`src/rtl/glb_pkg.sv`:
```
// Shared GLB cluster constants and types.
// Used by the iact address SRAM read-side logic.
package glb_pkg;

    localparam int ADDR_W               = 7;
    localparam int LUT_IDX_W            = 10;
    localparam int IACT_ADDR_SRAM_DEPTH = 512;
    localparam int IACT_ADDR_LUT_DEPTH  = 32;

    typedef enum logic [2:0] {
        IDLE,
        ISSUE,
        PAUSE,
        DRAIN,
        DONE
    } readerState_t;

endpackage

```
`src/rtl/sync_fifo_fwft.sv`:
```
// First-word-fall-through synchronous FIFO with occupancy count.
// The head entry is visible on popData whenever empty is low.
module sync_fifo_fwft #(
    parameter int WIDTH = 8,
    parameter int DEPTH = 4
) (
    input  logic                   clock,
    input  logic                   reset,
    input  logic                   push,
    input  logic [WIDTH-1:0]       pushData,
    input  logic                   pop,
    output logic [WIDTH-1:0]       popData,
    output logic                   empty,
    output logic [$clog2(DEPTH):0] count
);

    localparam int PTR_W = $clog2(DEPTH);
    localparam int CNT_W = PTR_W + 1;

    logic [WIDTH-1:0] mem [DEPTH];
    logic [PTR_W-1:0] wrPtr;
    logic [PTR_W-1:0] rdPtr;
    logic             full;
    logic             doPush;
    logic             doPop;

    assign empty   = (count == '0);
    assign full    = (count == CNT_W'(DEPTH));
    assign doPop   = pop && !empty;
    assign doPush  = push && (!full || doPop);
    assign popData = mem[rdPtr];

    always_ff @(posedge clock or negedge reset) begin
        if (!reset) begin
            wrPtr <= '0;
            rdPtr <= '0;
            count <= '0;
        end else begin
            if (doPush) wrPtr <= wrPtr + PTR_W'(1);
            if (doPop)  rdPtr <= rdPtr + PTR_W'(1);
            count <= count + CNT_W'(doPush) - CNT_W'(doPop);
        end
    end

    always_ff @(posedge clock) begin
        if (doPush) mem[wrPtr] <= pushData;
    end

    // An overflow means the caller's credit accounting is broken.
    assert property (@(posedge clock) disable iff (!reset)
        !(push && full && !pop));

endmodule

```
`src/rtl/iact_addr_stream_reader.sv`:
```
// Read-side controller for the iact address SRAM: walks stream indices,
// forwards address words with one EOS beat per stream to the PE channel.
module iact_addr_stream_reader #(
    parameter int FIFO_DEPTH = 4,
    parameter int ADDR_W     = glb_pkg::ADDR_W,
    parameter int LUT_IDX_W  = glb_pkg::LUT_IDX_W,
    parameter int CNT_W      = 9
) (
    input  logic                 clock,
    input  logic                 reset,
    input  logic                 start,
    input  logic [4:0]           num_streams,
    output logic                 busy,
    output logic                 done,
    output logic                 all_end,
    output logic                 sram_read_en,
    output logic [LUT_IDX_W-1:0] sram_read_addr,
    output logic                 sram_data_out_ready,
    input  logic                 sram_data_out_valid,
    input  logic [ADDR_W-1:0]    sram_data_out,
    output logic                 addr_valid,
    input  logic                 addr_ready,
    output logic [ADDR_W-1:0]    addr_data,
    output logic                 addr_eos
);

    import glb_pkg::*;

    localparam int CW = $clog2(FIFO_DEPTH) + 1;
    localparam logic [CW:0] ISSUE_LIMIT = (CW+1)'(FIFO_DEPTH - 2);

    readerState_t         state;
    readerState_t         nextState;
    logic [LUT_IDX_W-1:0] streamIdx;
    logic [4:0]           numStreamsQ;
    logic [CNT_W-1:0]     skipCnt;
    logic [CNT_W-1:0]     deliveredCnt;
    logic                 inflight;
    logic                 allEnd;
    logic                 readEn;

    logic [CW-1:0]        fifoCount;
    logic                 fifoEmpty;
    logic                 fifoPush;
    logic                 fifoPop;
    logic [ADDR_W:0]      fifoIn;
    logic [ADDR_W:0]      fifoOut;

    logic [CW:0]          occupied;
    logic                 canIssue;
    logic                 beatValid;
    logic                 skipping;
    logic                 zeroWord;
    logic                 terminator;
    logic                 eosBeat;
    logic                 dataBeat;
    logic                 lastStream;
    logic                 finishing;
    logic                 fifoDrained;
    logic                 startOk;

    // Credit check: the read issued now lands next cycle, so count it too.
    assign occupied = {1'b0, fifoCount} + (CW+1)'(inflight);
    assign canIssue = (occupied <= ISSUE_LIMIT);

    assign startOk    = (state == IDLE) && start;
    assign beatValid  = (state == ISSUE) && sram_data_out_valid;
    assign skipping   = (skipCnt != '0);
    assign zeroWord   = (sram_data_out == '0);
    assign terminator = beatValid && !skipping && zeroWord
                        && (deliveredCnt == '0);
    assign eosBeat    = beatValid && !skipping && zeroWord
                        && (deliveredCnt != '0);
    assign dataBeat   = beatValid && !skipping && !zeroWord;

    assign fifoPush = eosBeat || dataBeat;
    assign fifoIn   = {eosBeat, sram_data_out};
    assign fifoPop  = addr_valid && addr_ready;

    assign lastStream  = ((streamIdx + LUT_IDX_W'(1))
                          == LUT_IDX_W'(numStreamsQ));
    assign finishing   = lastStream || allEnd;
    assign fifoDrained = fifoEmpty
                         || ((fifoCount == CW'(1)) && fifoPop);

    always_comb begin
        nextState = state;
        readEn    = 1'b0;
        unique case (state)
            IDLE: begin
                if (start) begin
                    nextState = (num_streams == '0) ? DONE : ISSUE;
                end
            end
            ISSUE: begin
                // Reads on past a zero; the stray beat dies in DRAIN.
                readEn = canIssue;
                if (eosBeat || terminator) begin
                    nextState = DRAIN;
                end else if (!canIssue) begin
                    nextState = PAUSE;
                end
            end
            PAUSE: begin
                if (canIssue) nextState = ISSUE;
            end
            DRAIN: begin
                if (!finishing) begin
                    nextState = ISSUE;
                end else if (fifoDrained) begin
                    nextState = DONE;
                end
            end
            DONE: begin
                nextState = IDLE;
            end
            default: begin
                nextState = IDLE;
            end
        endcase
    end

    always_ff @(posedge clock or negedge reset) begin
        if (!reset) begin
            state        <= IDLE;
            streamIdx    <= '0;
            numStreamsQ  <= '0;
            skipCnt      <= '0;
            deliveredCnt <= '0;
            inflight     <= 1'b0;
            allEnd       <= 1'b0;
        end else begin
            state    <= nextState;
            inflight <= readEn;
            if (startOk) begin
                numStreamsQ  <= num_streams;
                streamIdx    <= '0;
                allEnd       <= 1'b0;
                skipCnt      <= '0;
                deliveredCnt <= '0;
            end
            // The SRAM rewinds to word 0 while read_en is low.
            if (state == PAUSE) begin
                skipCnt <= deliveredCnt;
            end
            if (beatValid) begin
                if (skipping) begin
                    skipCnt <= skipCnt - CNT_W'(1);
                end else if (dataBeat) begin
                    deliveredCnt <= deliveredCnt + CNT_W'(1);
                end else begin
                    deliveredCnt <= '0;
                end
            end
            if (terminator) begin
                allEnd <= 1'b1;
            end
            if ((state == DRAIN) && !finishing) begin
                streamIdx <= streamIdx + LUT_IDX_W'(1);
            end
        end
    end

    sync_fifo_fwft #(
        .WIDTH (ADDR_W + 1),
        .DEPTH (FIFO_DEPTH)
    ) u_fifo (
        .clock    (clock),
        .reset    (reset),
        .push     (fifoPush),
        .pushData (fifoIn),
        .pop      (fifoPop),
        .popData  (fifoOut),
        .empty    (fifoEmpty),
        .count    (fifoCount)
    );

    assign sram_read_en        = readEn;
    assign sram_data_out_ready = readEn;
    assign sram_read_addr      = streamIdx;
    assign busy       = (state inside {ISSUE, PAUSE, DRAIN});
    assign done       = (state == DONE);
    assign all_end    = allEnd;
    assign addr_valid = !fifoEmpty;
    assign addr_data  = fifoEmpty ? '0 : fifoOut[ADDR_W-1:0];
    assign addr_eos   = !fifoEmpty && fifoOut[ADDR_W];

endmodule

```
`config.mk`:
```
export PLATFORM = sky130hd
export DESIGN_NAME = iact_addr_stream_reader
export DESIGN_NICKNAME = d
export VERILOG_FILES = /design/src/rtl/glb_pkg.sv /design/src/rtl/sync_fifo_fwft.sv /design/src/rtl/iact_addr_stream_reader.sv
export SDC_FILE = /design/constraint.sdc
export NUM_CORES = 1
export LEC_CHECK = 0
export ABC_AREA = 0
export CORE_MARGIN = 4
export CORE_UTILIZATION = 35
export DETAILED_ROUTE_END_ITERATION = 8
export MAX_ROUTING_LAYER = met4
export PLACE_DENSITY = 0.51
export SYNTH_ARGS = -nofsm -noshare
export SYNTH_HDL_FRONTEND = slang
export SYNTH_SLANG_ARGS = --single-unit
```
`constraint.sdc`:
```
create_clock -name clock -period 4.8 [get_ports clock]
set_input_delay 0.96 -clock clock [delete_from_list [all_inputs] [get_ports clock]]
set_output_delay 0.96 -clock clock [all_outputs]
set_load 0.01 [all_outputs]
```
==> metrics.yaml <==
setup_viol: 0
start_kind: "input pin"
avgSynthCellArea_um2: 11.1
num_vias: 2865
synth_fp_nets: 390
die_x_um: 115
p_seq_frac: 0.369
fillers: 1012
core_area_mm2: 0.0110
powerDensity_mw_per_mm2: 590
grt_setup_unrepaired: "false"
cp.required_ps: 5020
area_growth_pct: 21.0
path_class: "in2reg"
antenna_found_initial: 0
hpwl_um: 6070
drtAntennaViolNets: 0
timing.final.crit_share: 0.825
cts_buffers: 9
finalHoldViolCount: 0
syn_area_mm2: 0.00399
via_per_inst: 5.29
period_needed_ps: 3960
wirelength_um: 8740
cts_buffer_depth: 2
switching_power_w: 0.00103
drtPass1Iterations: 4
p_int_w: 0.00182
drc: 0
vdd_drop_max_uv: 207
fp.dieH_um: 115
grt_pass1_vias: 2842
pwr-share-clk: 0.244
synth_cells: 358
initial_utilization: 0.363
clk_pin_slew_worst_paths_ps: 60
fin_nets: 429
worst-path-max-fanout: 7
max_clock_freq_mhz: 253
grtUsageTotal: 0.145
clockRootBuffer: "clkbuf_16"
synth_top_cell_area_share: 0.282
finalSetupTns_ps: 0
switching_share: 0.363
max_slew.worst_pin.slew_ps: 716
sequential_cell_area_mm2: 0.00209
finClkSkew_ps: 5.65
multi_input_area_mm2: 0.00177
leakage_nw: 1.87
synthTopCellsByArea: "dfrtp_1, edfxtp_1, mux4_2"
cp-end-kind: "flop"
synth_ff_type: "dfrtp_1"
relSlewSlack: 0.516
status: "finished, final reports clean"
grt_pass1_wl_um: 14700
cts_tree: "built"
ys_seq_area_frac: 0.523
async_flop_share: 0.584
pwr-share-comb: 0.387
dr.first_iter.drc_count: 144
yosys_register_bits: 77
dp_cells: 526
die-area_mm2: 0.0132
grt_overflow: 0
rows: 38
drive_gt1_frac: 0.102
cts-htree-levels: 3
slew_viol_final: 0
grt_max_degree: 46
postCtsSetupRepairBufs: 0
synth_top_area_cell: "dfrtp_1"
insertion_delay_ps: 330
ctsHoldBuffers: 0
ctsResizeCount: 0
routedWlPerCell_um: 16.1
hold_class: "reg2reg"
ios: 41
finalNonFillerCells: 542
final_cell_mix: "dfrtp_1, clkdlybuf4s50_1, edfxtp_1"
synth_edf_count: 32
cts.sinks: 77
layout_commonest_cell: "dfrtp_1"
drv_cap: 0
worstPathArrival_ps: 4180
yosysWarningCount: 0
n_antenna_cell: 0
gp_congestion: 0.799
ys_types: 55
port_buffers: 40
[layer usage]
metal,vias to the layer above,global-route usage,part of all wire
li1,1402,-,-
met1,1422,0.189,0.47
met2,36,0.229,0.49
met3,5,0.0321,0.031
met4,0,0.0438,0.0093
met5,-,-,0
[critical path: stages]
cell and delay (ps):
clkdlybuf4s50_1 480, or4_1 550, nor4_1 510, nand2_1 290
a21oi_1 370, o32a_2 270, ha_1 160, inv_1 50
fa_1 370, xor2_1 170
[cell usage after synthesis, types with 2 or more instances]
library cell	count
a211oi_1	2
a21o_1	3
a21oi_1	6
a221o_1	4
a22o_1	2
a22oi_1	4
a31oi_1	3
and2_1	14
and3_1	3
clkbuf_1	13
dfrtp_1	45
edfxtp_1	32
ha_1	14
inv_1	20
mux2_2	6
mux4_2	8
nand2_1	31
nand2b_1	2
nand3_1	10
nand3b_1	2
nor2_1	25
nor2b_1	4
nor3_1	9
nor3b_1	2
nor4_1	8
nor4b_1	2
o2111ai_1	2
o211ai_1	5
o21ai_0	25
o311ai_0	2
o31ai_1	6
or3_1	5
or4_1	3
or4_4	2
xnor2_1	9
xor2_1	6
[per-stage QoR]
step	util	total power, W	area [um^2]	setup slack (ps)	hold WS, ps
global route	0.440	0.00307	4830	600	541
global placement	0.412	0.00216	4520	611	485
finish	0.440	0.00285	4830	840	503
CTS	0.440	0.00288	4830	820	508
detailed placement	0.412	0.00218	4520	473	488
floorplan	-	0.00176	3990	1580	461
[worst paths after layout]
kind	startpoint	endpoint	slack [ps]	cells past startpoint
max	sram_data_out[2]	u_fifo.count[2]	840	10
min	skipCnt[6]	skipCnt[6]	500	2
max reg2reg	skipCnt[0]	u_fifo.count[2]	1470	11
min reg2reg	skipCnt[6]	skipCnt[6]	500	2
max in group asynchronous	reset	u_fifo.count[0]	3660	2
min in group asynchronous	reset	sram_read_addr[3]	710	2
[layout make-up]
| cell class | instances | area share |
|---|---|---|
| flip-flops and latches | 77 | 0.432 |
| multi-input cells | 246 | 0.366 |
| repair buffers | 43 | 0.0865 |
| clock buffers | 9 | 0.0466 |
| well taps | 140 | 0.0363 |
| clock inverters | 7 | 0.0171 |
| inverters | 20 | 0.0155 |
[registers in the layout, indices dropped and copies added (netlist names)]
register,flops
u_fifo.rdPtr,2
sram_read_addr,10
numStreamsQ,5
deliveredCnt,9
skipCnt,9
state,3
u_fifo.mem,32
inflight,1
u_fifo.count,3
all_end,1
u_fifo.wrPtr,2
[power by group through the flow]
stage	sequential, W	clock, W	combinational, W
global placement	0.00106	0	0.00110
finish	0.00105	0.000696	0.00110
detailed placement	0.00107	0	0.00111
global route	0.00109	0.000748	0.00123
CTS	0.00105	0.000712	0.00112
floorplan	0.000967	0	0.000796
[cells by family (layout without fill, tap and decap cells)]
logic type               count (synthesis)  in the layout  synth area share
XOR/XNOR                                15             15            0.0329
flip-flops                              77             77             0.523
AND/OR/NAND/NOR                        128            128             0.171
adder cells (fa/ha/maj)                 15             15            0.0489
multiplexers                            15             15            0.0646
buffers and inverters                   35             79            0.0342
AO/OA/AOI/OAI                           73             73             0.126
Power figures use the tool's default switching activity.
